--- src/rtl/spi_slave_pkg.sv ---
`default_nettype none
// ============================================================================
// Module  : spi_slave_pkg
// Brief   : Shared constants, state encoding and command decode for the
//           SPI-slave serial front end.
// Revision: 1.0 - initial release
// ============================================================================
package spi_slave_pkg;

    localparam int RX_WIDTH_DEF  = 10;
    localparam int ADDR_SIZE_DEF = 8;

    localparam logic [1:0] CMD_WR_ADDR = 2'b00;
    localparam logic [1:0] CMD_WR_DATA = 2'b01;
    localparam logic [1:0] CMD_RD_ADDR = 2'b10;
    localparam logic [1:0] CMD_RD_DATA = 2'b11;

    localparam logic [2:0] c_st_idle      = 3'd0;
    localparam logic [2:0] c_st_chk_cmd   = 3'd1;
    localparam logic [2:0] c_st_write     = 3'd2;
    localparam logic [2:0] c_st_read_add  = 3'd3;
    localparam logic [2:0] c_st_read_data = 3'd4;

    typedef enum logic [2:0] {
        ST_IDLE      = c_st_idle,
        ST_CHK_CMD   = c_st_chk_cmd,
        ST_WRITE     = c_st_write,
        ST_READ_ADD  = c_st_read_add,
        ST_READ_DATA = c_st_read_data
    } state_t;

    // Only the first command bit is on the wire when the branch is taken, so
    // the second bit of a read is anticipated from whether an address was seen.
    function automatic state_t cmd_state(input logic first_bit, input logic rd_addr_seen);
        state_t w_st;
        w_st = ST_WRITE;
        case ({first_bit, rd_addr_seen})
            CMD_WR_ADDR, CMD_WR_DATA: w_st = ST_WRITE;
            CMD_RD_ADDR:              w_st = ST_READ_ADD;
            CMD_RD_DATA:              w_st = ST_READ_DATA;
            default:                  w_st = ST_WRITE;
        endcase
        return w_st;
    endfunction

endpackage
`default_nettype wire

--- src/rtl/spi_slave_ctrl_if.sv ---
`default_nettype none
// ============================================================================
// Module  : spi_slave_ctrl_if
// Brief   : SPI pins plus RAM-side receive/transmit handshake bundle.
// Revision: 1.0 - initial release
// ============================================================================
interface spi_slave_ctrl_if
    import spi_slave_pkg::*;
#(
    parameter int RX_WIDTH  = RX_WIDTH_DEF,
    parameter int ADDR_SIZE = ADDR_SIZE_DEF
);
    logic                 SS_n;
    logic                 MOSI;
    logic                 MISO;
    logic [0:RX_WIDTH-1]  rx_data;
    logic                 rx_valid;
    logic [0:ADDR_SIZE-1] tx_data;
    logic                 tx_valid;

    modport master (
        output SS_n, MOSI, tx_data, tx_valid,
        input  MISO, rx_data, rx_valid
    );

    modport slave (
        input  SS_n, MOSI, tx_data, tx_valid,
        output MISO, rx_data, rx_valid
    );
endinterface
`default_nettype wire

--- src/rtl/spi_rx_shifter.sv ---
`default_nettype none
// ============================================================================
// Module  : spi_rx_shifter
// Brief   : Serial-in/parallel-out frame receiver with saturating bit count
//           and a one-cycle completion strobe.
// Revision: 1.0 - initial release
// ============================================================================
module spi_rx_shifter
    import spi_slave_pkg::*;
#(
    parameter int RX_WIDTH = RX_WIDTH_DEF
) (
    input  logic                clk,
    input  logic                rst,
    input  logic                i_shift_en,
    input  logic                i_clear,
    input  logic                i_serial,
    output logic [0:RX_WIDTH-1] o_word,
    output logic                o_done,
    output logic                o_full
);
    localparam int                 c_cnt_w = $clog2(RX_WIDTH + 1);
    localparam logic [c_cnt_w-1:0] c_last  = c_cnt_w'(RX_WIDTH - 1);
    localparam logic [c_cnt_w-1:0] c_full  = c_cnt_w'(RX_WIDTH);

    logic [0:RX_WIDTH-1] r_shift;
    logic [0:RX_WIDTH-1] r_word;
    logic [c_cnt_w-1:0]  r_cnt;
    logic                r_done;

    always_ff @(posedge clk) begin
        if (!rst) begin
            r_shift <= '0;
            r_word  <= '0;
            r_cnt   <= '0;
            r_done  <= 1'b0;
        end else begin
            r_done <= 1'b0;
            if (i_clear) begin
                r_cnt <= '0;
            end else if (i_shift_en && (r_cnt != c_full)) begin
                r_shift <= {r_shift[1:RX_WIDTH-1], i_serial};
                r_cnt   <= r_cnt + 1'b1;
                // Publish the frame on the edge that captures its last bit.
                if (r_cnt == c_last) begin
                    r_word <= {r_shift[1:RX_WIDTH-1], i_serial};
                    r_done <= 1'b1;
                end
            end
        end
    end

    assign o_word = r_word;
    assign o_done = r_done;
    assign o_full = (r_cnt == c_full);
endmodule
`default_nettype wire

--- src/rtl/spi_slave_ctrl.sv ---
`default_nettype none
// ============================================================================
// Module  : spi_slave_ctrl
// Brief   : SPI slave front end: command FSM, frame receive and MISO readback.
// Revision: 1.0 - initial release
// ============================================================================
module spi_slave_ctrl
    import spi_slave_pkg::*;
#(
    parameter int RX_WIDTH  = RX_WIDTH_DEF,
    parameter int ADDR_SIZE = ADDR_SIZE_DEF
) (
    input  logic            clk,
    input  logic            rst,
    spi_slave_ctrl_if.slave bus
);
    localparam int                    c_tx_cnt_w = $clog2(ADDR_SIZE + 1);
    localparam logic [c_tx_cnt_w-1:0] c_tx_last  = c_tx_cnt_w'(ADDR_SIZE);

    state_t                r_state;
    logic                  r_rd_addr_seen;
    logic                  r_miso;
    logic                  r_tx_active;
    logic                  r_tx_done;
    logic [c_tx_cnt_w-1:0] r_tx_cnt;
    logic [0:ADDR_SIZE-1]  r_tx_shift;

    logic                  w_shift_en;
    logic                  w_clear;
    logic                  w_rx_done;
    logic                  w_rx_full;
    logic                  w_tx_wait;
    logic [0:RX_WIDTH-1]   w_rx_word;

    assign w_shift_en = (r_state != ST_IDLE) && !bus.SS_n;
    assign w_clear    = (r_state == ST_IDLE) || bus.SS_n;
    assign w_tx_wait  = (r_state == ST_READ_DATA) && w_rx_full && !r_tx_active && !r_tx_done;

    spi_rx_shifter #(
        .RX_WIDTH (RX_WIDTH)
    ) u_rx_shifter (
        .clk        (clk),
        .rst        (rst),
        .i_shift_en (w_shift_en),
        .i_clear    (w_clear),
        .i_serial   (bus.MOSI),
        .o_word     (w_rx_word),
        .o_done     (w_rx_done),
        .o_full     (w_rx_full)
    );

    always_ff @(posedge clk) begin
        if (!rst) begin
            r_state        <= ST_IDLE;
            r_rd_addr_seen <= 1'b0;
            r_miso         <= 1'b0;
            r_tx_active    <= 1'b0;
            r_tx_done      <= 1'b0;
            r_tx_cnt       <= '0;
            r_tx_shift     <= '0;
        end else begin
            // The address flag tracks completed frames only, so it is updated
            // independently of a simultaneous deselect.
            if ((r_state == ST_READ_ADD) && w_rx_done) begin
                r_rd_addr_seen <= 1'b1;
            end
            if (r_tx_active && (r_tx_cnt == c_tx_last)) begin
                r_rd_addr_seen <= 1'b0;
            end

            if (bus.SS_n && (r_state != ST_IDLE)) begin
                r_state     <= ST_IDLE;
                r_miso      <= 1'b0;
                r_tx_active <= 1'b0;
                r_tx_done   <= 1'b0;
                r_tx_cnt    <= '0;
            end else begin
                case (r_state)
                    ST_IDLE: begin
                        if (!bus.SS_n) begin
                            r_state <= ST_CHK_CMD;
                        end
                    end
                    ST_CHK_CMD: begin
                        r_state <= cmd_state(bus.MOSI, r_rd_addr_seen);
                    end
                    ST_READ_DATA: begin
                        if (w_tx_wait && bus.tx_valid) begin
                            r_tx_active <= 1'b1;
                            r_tx_cnt    <= c_tx_cnt_w'(1);
                            r_miso      <= bus.tx_data[0];
                            r_tx_shift  <= {bus.tx_data[1:ADDR_SIZE-1], 1'b0};
                        end else if (r_tx_active) begin
                            if (r_tx_cnt == c_tx_last) begin
                                r_tx_active <= 1'b0;
                                r_tx_done   <= 1'b1;
                                r_miso      <= 1'b0;
                            end else begin
                                r_tx_cnt   <= r_tx_cnt + 1'b1;
                                r_miso     <= r_tx_shift[0];
                                r_tx_shift <= {r_tx_shift[1:ADDR_SIZE-1], 1'b0};
                            end
                        end
                    end
                    default: begin
                    end
                endcase
            end
        end
    end

    assign bus.MISO     = r_miso;
    assign bus.rx_data  = w_rx_word;
    assign bus.rx_valid = w_rx_done;
endmodule
`default_nettype wire

--- src/flat_wrapper.sv ---
// flat-port wrapper written by rule: the top's interface ports become plain ports
module spi_slave_ctrl_flat import spi_slave_pkg::*;
#(
    parameter int RX_WIDTH  = RX_WIDTH_DEF,
    parameter int ADDR_SIZE = ADDR_SIZE_DEF
)
  (clk, rst, bus_SS_n, bus_MOSI, bus_tx_data, bus_tx_valid, bus_MISO, bus_rx_data, bus_rx_valid);
  spi_slave_ctrl_if #(.RX_WIDTH(RX_WIDTH), .ADDR_SIZE(ADDR_SIZE)) bus_i ();
  input  logic clk;
  input  logic rst;
  input wire logic [$bits(bus_i.SS_n)-1:0] bus_SS_n;
  input wire logic [$bits(bus_i.MOSI)-1:0] bus_MOSI;
  input wire logic [$bits(bus_i.tx_data)-1:0] bus_tx_data;
  input wire logic [$bits(bus_i.tx_valid)-1:0] bus_tx_valid;
  output wire logic [$bits(bus_i.MISO)-1:0] bus_MISO;
  output wire logic [$bits(bus_i.rx_data)-1:0] bus_rx_data;
  output wire logic [$bits(bus_i.rx_valid)-1:0] bus_rx_valid;
  assign bus_i.SS_n = bus_SS_n;
  assign bus_i.MOSI = bus_MOSI;
  assign bus_i.tx_data = bus_tx_data;
  assign bus_i.tx_valid = bus_tx_valid;
  assign bus_MISO = bus_i.MISO;
  assign bus_rx_data = bus_i.rx_data;
  assign bus_rx_valid = bus_i.rx_valid;
  spi_slave_ctrl #(.RX_WIDTH(RX_WIDTH), .ADDR_SIZE(ADDR_SIZE)) u_core (.clk(clk), .rst(rst), .bus(bus_i));
endmodule
--- config.mk ---
export PLATFORM = sky130hd
export DESIGN_NAME = spi_slave_ctrl_flat
export DESIGN_NICKNAME = d
export VERILOG_FILES = /design/src/rtl/spi_slave_pkg.sv /design/src/rtl/spi_slave_ctrl_if.sv /design/src/rtl/spi_rx_shifter.sv /design/src/rtl/spi_slave_ctrl.sv /design/src/flat_wrapper.sv
export SDC_FILE = /design/constraint.sdc
export NUM_CORES = 1
export LEC_CHECK = 0
export BUFFER_PORTS_ARGS = -buffer_cell sky130_fd_sc_hd__buf_2
export CAP_MARGIN = 40
export CORE_MARGIN = 8
export CORE_UTILIZATION = 40
export DETAILED_ROUTE_END_ITERATION = 6
export GPL_TIMING_DRIVEN = 0
export HOLD_SLACK_MARGIN = 0.15
export SKIP_CTS_REPAIR_TIMING = 1
export SLEW_MARGIN = 40
export SYNTH_ARGS = -nofsm -noshare
export SYNTH_HDL_FRONTEND = slang
export SYNTH_SLANG_ARGS = --single-unit
--- constraint.sdc ---
create_clock -name clk -period 1.6 [get_ports clk]
set_input_delay 0.24 -clock clk [delete_from_list [all_inputs] [get_ports clk]]
set_output_delay 0.24 -clock clk [all_outputs]
set_load 0.005 [all_outputs]
==> results of run 1 <==
## worst reg2reg max path, delay by kind of cell, from the launching register on
| family | cells | cell delay [ns] |
|---|---|---|
| and+or+nand+nor | 3 | 0.79 |
| buffers and inverters | 1 | 0.17 |
| AOI/OAI and AO/OA | 1 | 0.25 |
| DFF | 1 | 0.36 |
## layout by cell type, fill, tap and decap left out, types with 4 or more instances in the layout
cell      netlist  layout
dfxtp_4         0       5
buf_2           2      23
clkbuf_8        0       5
buf_4           1       9
nand2_1        17      15
buf_6           1       4
nand3_1         4       4
clkbuf_1        4       5
nor2_1         30      29
mux2i_1        19      19
dfxtp_1        42      35
a21oi_1        12      10
a311oi_1        6       5
inv_1           7       6
## final cells by class
| type | instances | area [µm²] | share of cell area [%] |
|---|---|---|---|
| multi-input cells | 139 | 1030 | 43.6 |
| inverters | 7 | 26.3 | 1.11 |
| repair buffers | 35 | 229 | 9.68 |
| clock buffers | 6 | 72.6 | 3.07 |
| clock inverters | 2 | 37.5 | 1.59 |
| well taps | 52 | 65.1 | 2.75 |
| plain buffers | 7 | 41.3 | 1.75 |
| flip-flops and latches | 42 | 862 | 36.5 |
## routing by layer
layer	vias up	routed length (µm)	global-route usage [%]
li1	781	-	-
met1	704	1890	13.3
met2	17	1940	17.4
met3	8	131	3.81
met4	0	81	5.97
met5	-	0	0
## logic make-up after synthesis
group,count (synthesis)
mux,20
xor+xnor,2
buf+inv,15
fa+ha+maj,5
compound gates,32
flops,42
simple gates,80
## stage by stage
step	utilization (%)	power, mW	cells
3_5_place_dp	46.7	1.17	271
5_1_grt	53.9	2.06	290
3_3_place_gp	46.7	1.17	271
2_1_floorplan	-	1.14	196
6_report	53.9	1.99	290
4_1_cts	49.2	2.00	279
## worst max-delay path by stage
stage / slack, ns / cells after the start / startpoint / end
6_report: -0.05 / 5 / u_core.r_state[1] / u_core.r_tx_shift[5]
5_1_grt: -0.12 / 5 / u_core.u_rx_shifter.r_cnt[0] / u_core.bus.MISO
4_1_cts: -0.26 / 4 / u_core.r_state[1] / u_core.r_tx_shift[4]
3_5_place_dp: -0.23 / 4 / u_core.r_state[1] / u_core.r_tx_shift[4]
3_3_place_gp: -0.31 / 4 / u_core.r_state[0] / u_core.r_tx_shift[4]
2_1_floorplan: 0.003 / 5 / u_core.r_state[0] / u_core.r_tx_shift[0]
## sequential cells by signal, summed over array words and instances, names as in the netlist
register                     cells
u_core.r_tx_cnt                  4
u_core.bus.MISO                  1
u_core.u_rx_shifter.r_shift      9
u_core.r_rd_addr_seen            1
u_core.r_tx_done                 1
u_core.u_rx_shifter.o_word      10
u_core.r_tx_shift                7
u_core.r_tx_active               1
u_core.u_rx_shifter.o_done       1
u_core.u_rx_shifter.r_cnt        4
u_core.r_state                   3
## power by group
| group | switching, mW | total, mW | internal (mW) |
|---|---|---|---|
| combinational | 0.0635 | 0.102 | 0.0386 |
| sequential | 0.00957 | 1.06 | 1.05 |
| clock | 0.369 | 0.835 | 0.465 |
| total | 0.442 | 1.99 | 1.55 |
==> key figures, run 1 <==
Run status
  – Outcome: finished with violations
  – Failing checks: setup timing

Timing
  – Setup_tns: -0.213 ns
  – Setup violators final: 8
  – Worst hold slack: 0.194 ns
  – Final worst slack: -0.0462 ns
  – RSZ-0062 raised after global routing: yes
  – Final Max Tran Viols: 0
  – Max Clock Freq: 607 MHz
  – Final hold violation count: 0
  – Setup Skew: 0.00419 ns
  – Share of the clock period used by the worst path after layout: 103%
  – Relative slew slack: 57.3%
  – Post-layout min period: 1.65 ns
  – Worst slew pin tran: 0.640 ns

Cells and area
  – Fill count: 427
  – Final nets: 255
  – Layout overhead on the synthesized area: 28.7%
  – Antenna cells: 0
  – Fin area: 2360 µm²
  – Share of layout cells above drive strength 1: 32.8%

Yosys
  – Synth warn: 0
  – Synth unique cells: 43
  – Syn_area_per_cell: 9.38 µm²
  – Compound-Gate Fraction of Synth Area: 11.8%
  – Post-synth top area share: 45.7%
  – Synth Area in XOR/XNOR: 0.953%
  – Main combinational cell family by area after synthesis: simple AND/OR/NAND/NOR gates
  – Seq/Total Area, Yosys: 45.7%
  – Synth Flop Type: dfxtp_1
  – Post-Synth Simple-Gate Area: 23.3%
  – Most frequent cells after synthesis: dfxtp_1, nor2_1, mux2i_1
  – Synth async-reset ratio: 0%
  – Synth Area in Adders: 3.40%
  – Number of synthesized flops with an enable pin: 0
  – Yosys top cell by area: dfxtp_1
  – Area contributors post-synth: dfxtp_1, mux2i_1, nor2_1, nand2_1, ha_1
  – Cell count after synthesis: 196
  – Netlist Area Pre-Place: 1840 µm²
  – Register bit total from synthesis: 42
  – Mux cell area share after synthesis: 11.0%
  – Syn_nets: 214
  – Count leader, synth: dfxtp_1

Place
  – I/O Buffers: 23
  – Post-DP Area: 2050 µm²
  – RePlAce Congestion: 0.780
  – DP Worst Slack: -0.233 ns
  – Detailed placement HPWL: 2730 µm

Die
  – Die area: 7020 µm²
  – Die Wd: 83.8 µm
  – Die height: 83.8 µm
  – I/O Pins: 25
  – Standard-cell row count: 24
  – Core area: 4380 µm²
  – Initial Utilization: 41.9%

Critical path
  – CP max FO: 8
  – Startpoint types: flip-flop
  – Crit path DAT: 1.86 ns
  – Reg2Reg Depth: 5
  – Critical Path, Cell by Cell: or3b_4, nor4_4, buf_6, nand2_1, a311oi_1
  – Flop2flop setup slack: -0.05 ns
  – Worst path buffer plus inverter count: 1
  – Worst setup EP type: flip-flop
  – Critical-path top delay cell: or3b_4
  – Worst path top cell family by delay: simple AND/OR/NAND/NOR gates
  – Worst endpoint required time: 1.81 ns
  – Largest stage delay, worst path: 0.44 ns
  – Crit Reg-Reg Startpoint: u_core.r_state[1]
  – WS Path Type: reg2reg
  – RR Endpoint: u_core.r_tx_shift[5]

Route
  – DRC: 0
  – Final WL: 4040 µm
  – Via count: 1,510
  – Post-route ant nets: 0
  – Vias per Instance: 5.21
  – Initial DRC count: 54
  – Average wire per standard cell: 13.9 µm
  – DRT Pass-1 Iters: 4

CTS
  – Later-pin clock latency in the skew report: 0.30 ns
  – CTS Buffer Depth: 2
  – CTS sink cnt: 42
  – CTS tree: built
  – H-tree Lvls: 2
  – Clk pin slew, worst setup/hold paths: 0.08 ns
  – Clock root buffer master: clkbuf_8
  – Number of buffers created by CTS: 5

Power and ir drop
  – Peak supply drop: 0.540 mV
  – Pwr/cell area: 842 nW/µm²
  – Pleak: 0.892 nW

Hold path
  – Worst hold stages: 3
  – Hold crit path type: in2reg
  – Min-Delay Endpoint: u_core.r_tx_shift[3]
  – Hold Startpoint: bus_tx_data[3]

GRT
  – Global-route wire length before repair: 6570 µm
  – Largest net degree at the start of global routing: 14
  – Gr ovfl total: 0
  – GRT Overall Usage: 11.2%
  – Antenna violations before repair: 0
  – Vias in the first global route: 1,417

Flow run
  – Max_cap viols: 0
(Power assumes the default switching activity.)
==> run 2: changes to the inputs <==
Settings changed: SETUP_SLACK_MARGIN set to 0.05.
==> key figures, run 2 (same netlist as run 1, synthesis figures left out) <==
Route
  – Post-route ant nets: 0
  – Vias per Instance: 5.25
  – Initial DRC count: 92
  – Average wire per standard cell: 14.0 µm
  – Final WL: 4090 µm
  – DRC: 0
  – Via count: 1,532
  – DRT Pass-1 Iters: 4

CTS
  – Clk pin slew, worst setup/hold paths: 0.08 ns
  – Number of buffers created by CTS: 5
  – H-tree Lvls: 2
  – Clock root buffer master: clkbuf_8
  – Later-pin clock latency in the skew report: 0.29 ns
  – CTS tree: built
  – CTS sink cnt: 42
  – CTS Buffer Depth: 2

Die
  – Core area: 4380 µm²
  – Initial Utilization: 41.9%
  – I/O Pins: 25
  – Die Wd: 83.8 µm
  – Standard-cell row count: 24
  – Die area: 7020 µm²
  – Die height: 83.8 µm

Flow run
  – Max_cap viols: 0

Run status
  – Outcome: finished with violations
  – Failing checks: setup timing

Critical path
  – Critical-path top delay cell: or3b_4
  – Largest stage delay, worst path: 0.43 ns
  – Crit path DAT: 1.83 ns
  – Worst path top cell family by delay: simple AND/OR/NAND/NOR gates
  – Worst path buffer plus inverter count: 1
  – Startpoint types: flip-flop
  – Worst endpoint required time: 1.76 ns
  – CP max FO: 8
  – WS Path Type: reg2reg
  – Critical Path, Cell by Cell: or3b_4, or4_4, buf_8, nand2_2, a311oi_2
  – Worst setup EP type: flip-flop

GRT
  – Antenna violations before repair: 0
  – Global-route wire length before repair: 6600 µm
  – Vias in the first global route: 1,437
  – Gr ovfl total: 0
  – Largest net degree at the start of global routing: 14
  – GRT Overall Usage: 11.1%

Timing
  – Post-layout min period: 1.67 ns
  – Setup Skew: 0.00494 ns
  – Share of the clock period used by the worst path after layout: 104%
  – Setup_tns: -0.389 ns
  – Relative slew slack: 61.6%
  – Worst slew pin tran: 0.577 ns
  – Final Max Tran Viols: 0
  – RSZ-0062 raised after global routing: yes
  – Final worst slack: -0.0688 ns
  – Max Clock Freq: 599 MHz
  – Setup violators final: 7
  – Final hold violation count: 0

Cells and area
  – Most frequent cells in the layout: dfxtp_1, nor2_1, buf_2, mux2i_1, nand2_1
  – Final nets: 257
  – Antenna cells: 0
  – Fin util: 54.2%
  – Largest register FFs: 10
  – Share of layout cells above drive strength 1: 32.9%
  – Layout overhead on the synthesized area: 29.2%
  – Post-Layout Cell Count: 292
  – Commonest non-fill, non-tap cell in the layout: dfxtp_1

Power and ir drop
  – Pleak: 0.896 nW
  – Pwr/cell area: 835 nW/µm²
  – Post-layout total power: 1.98 mW
  – Peak supply drop: 0.554 mV

Place
  – Placed Cells: 271
  – I/O Buffers: 23
  – DP Worst Slack: -0.311 ns
  – RePlAce Congestion: 0.763
  – Detailed placement HPWL: 2710 µm

Hold path
  – Hold crit path type: in2reg
-- run 2: changes by cell type in the layout (fill, tap and decap cells not counted), sizes merged --
cell    before  now
buf         37   40
clkbuf      11   10
-- run 2: power breakdown --
part / internal, mW / leakage, nW / switching (mW)
combinational: 0.0410 / 0.501 / 0.0636
sequential: 1.05 / 0.343 / 0.00876
clock: 0.465 / 0.0514 / 0.357
-- run 2: final cells by class --
type | count | area [µm²]
Buffer | 8 | 52.6
Clock buffer | 6 | 72.6
Timing Repair Buffer | 36 | 233
Multi-Input combinational cell | 139 | 1030
Clock inverter | 2 | 37.5
Sequential cell | 42 | 862
Tap cell | 52 | 65.1
Inverter | 7 | 26.3
Fill cell | 406 | 2010
-- run 2: per-layer routing --
| layer | wire length [µm] | vias to the layer above | part of all wire, % | GRT usage, % |
|---|---|---|---|---|
| met1 | 1960 | 715 | 48 | 13.3 |
| met3 | 176 | 9 | 4.3 | 3.61 |
| met4 | 88 | 0 | 2.2 | 5.49 |
| met5 | 0 | - | 0 | 0 |
| li1 | - | 785 | - | - |
| met2 | 1870 | 23 | 46 | 17.3 |
-- run 2: per-stage QoR --
stage | hold WS [ns] | instance area [µm²]
final | 0.211 | 2370
after CTS | 0.206 | 2160
after global placement | 0.447 | 2050
after floorplan | 0.387 | 1870
after detailed placement | 0.455 | 2050
after global routing | 0.207 | 2370
-- run 2: final timing paths --
check | endpoint | start | cells past startpoint | slack (ns)
max | u_core.r_tx_shift[5] | u_core.r_state[0] | 5 | -0.07
max reg2reg | u_core.r_tx_shift[5] | u_core.r_state[0] | 5 | -0.07
min reg2reg | u_core.r_tx_done | u_core.r_tx_done | 2 | 0.47
min | u_core.r_tx_shift[3] | bus_tx_data[3] | 3 | 0.21
-- run 2: worst min-delay path: stages --
cell	delay (ns)
buf_2	0.09
nand2_1	0.05
a311oi_1	0.08
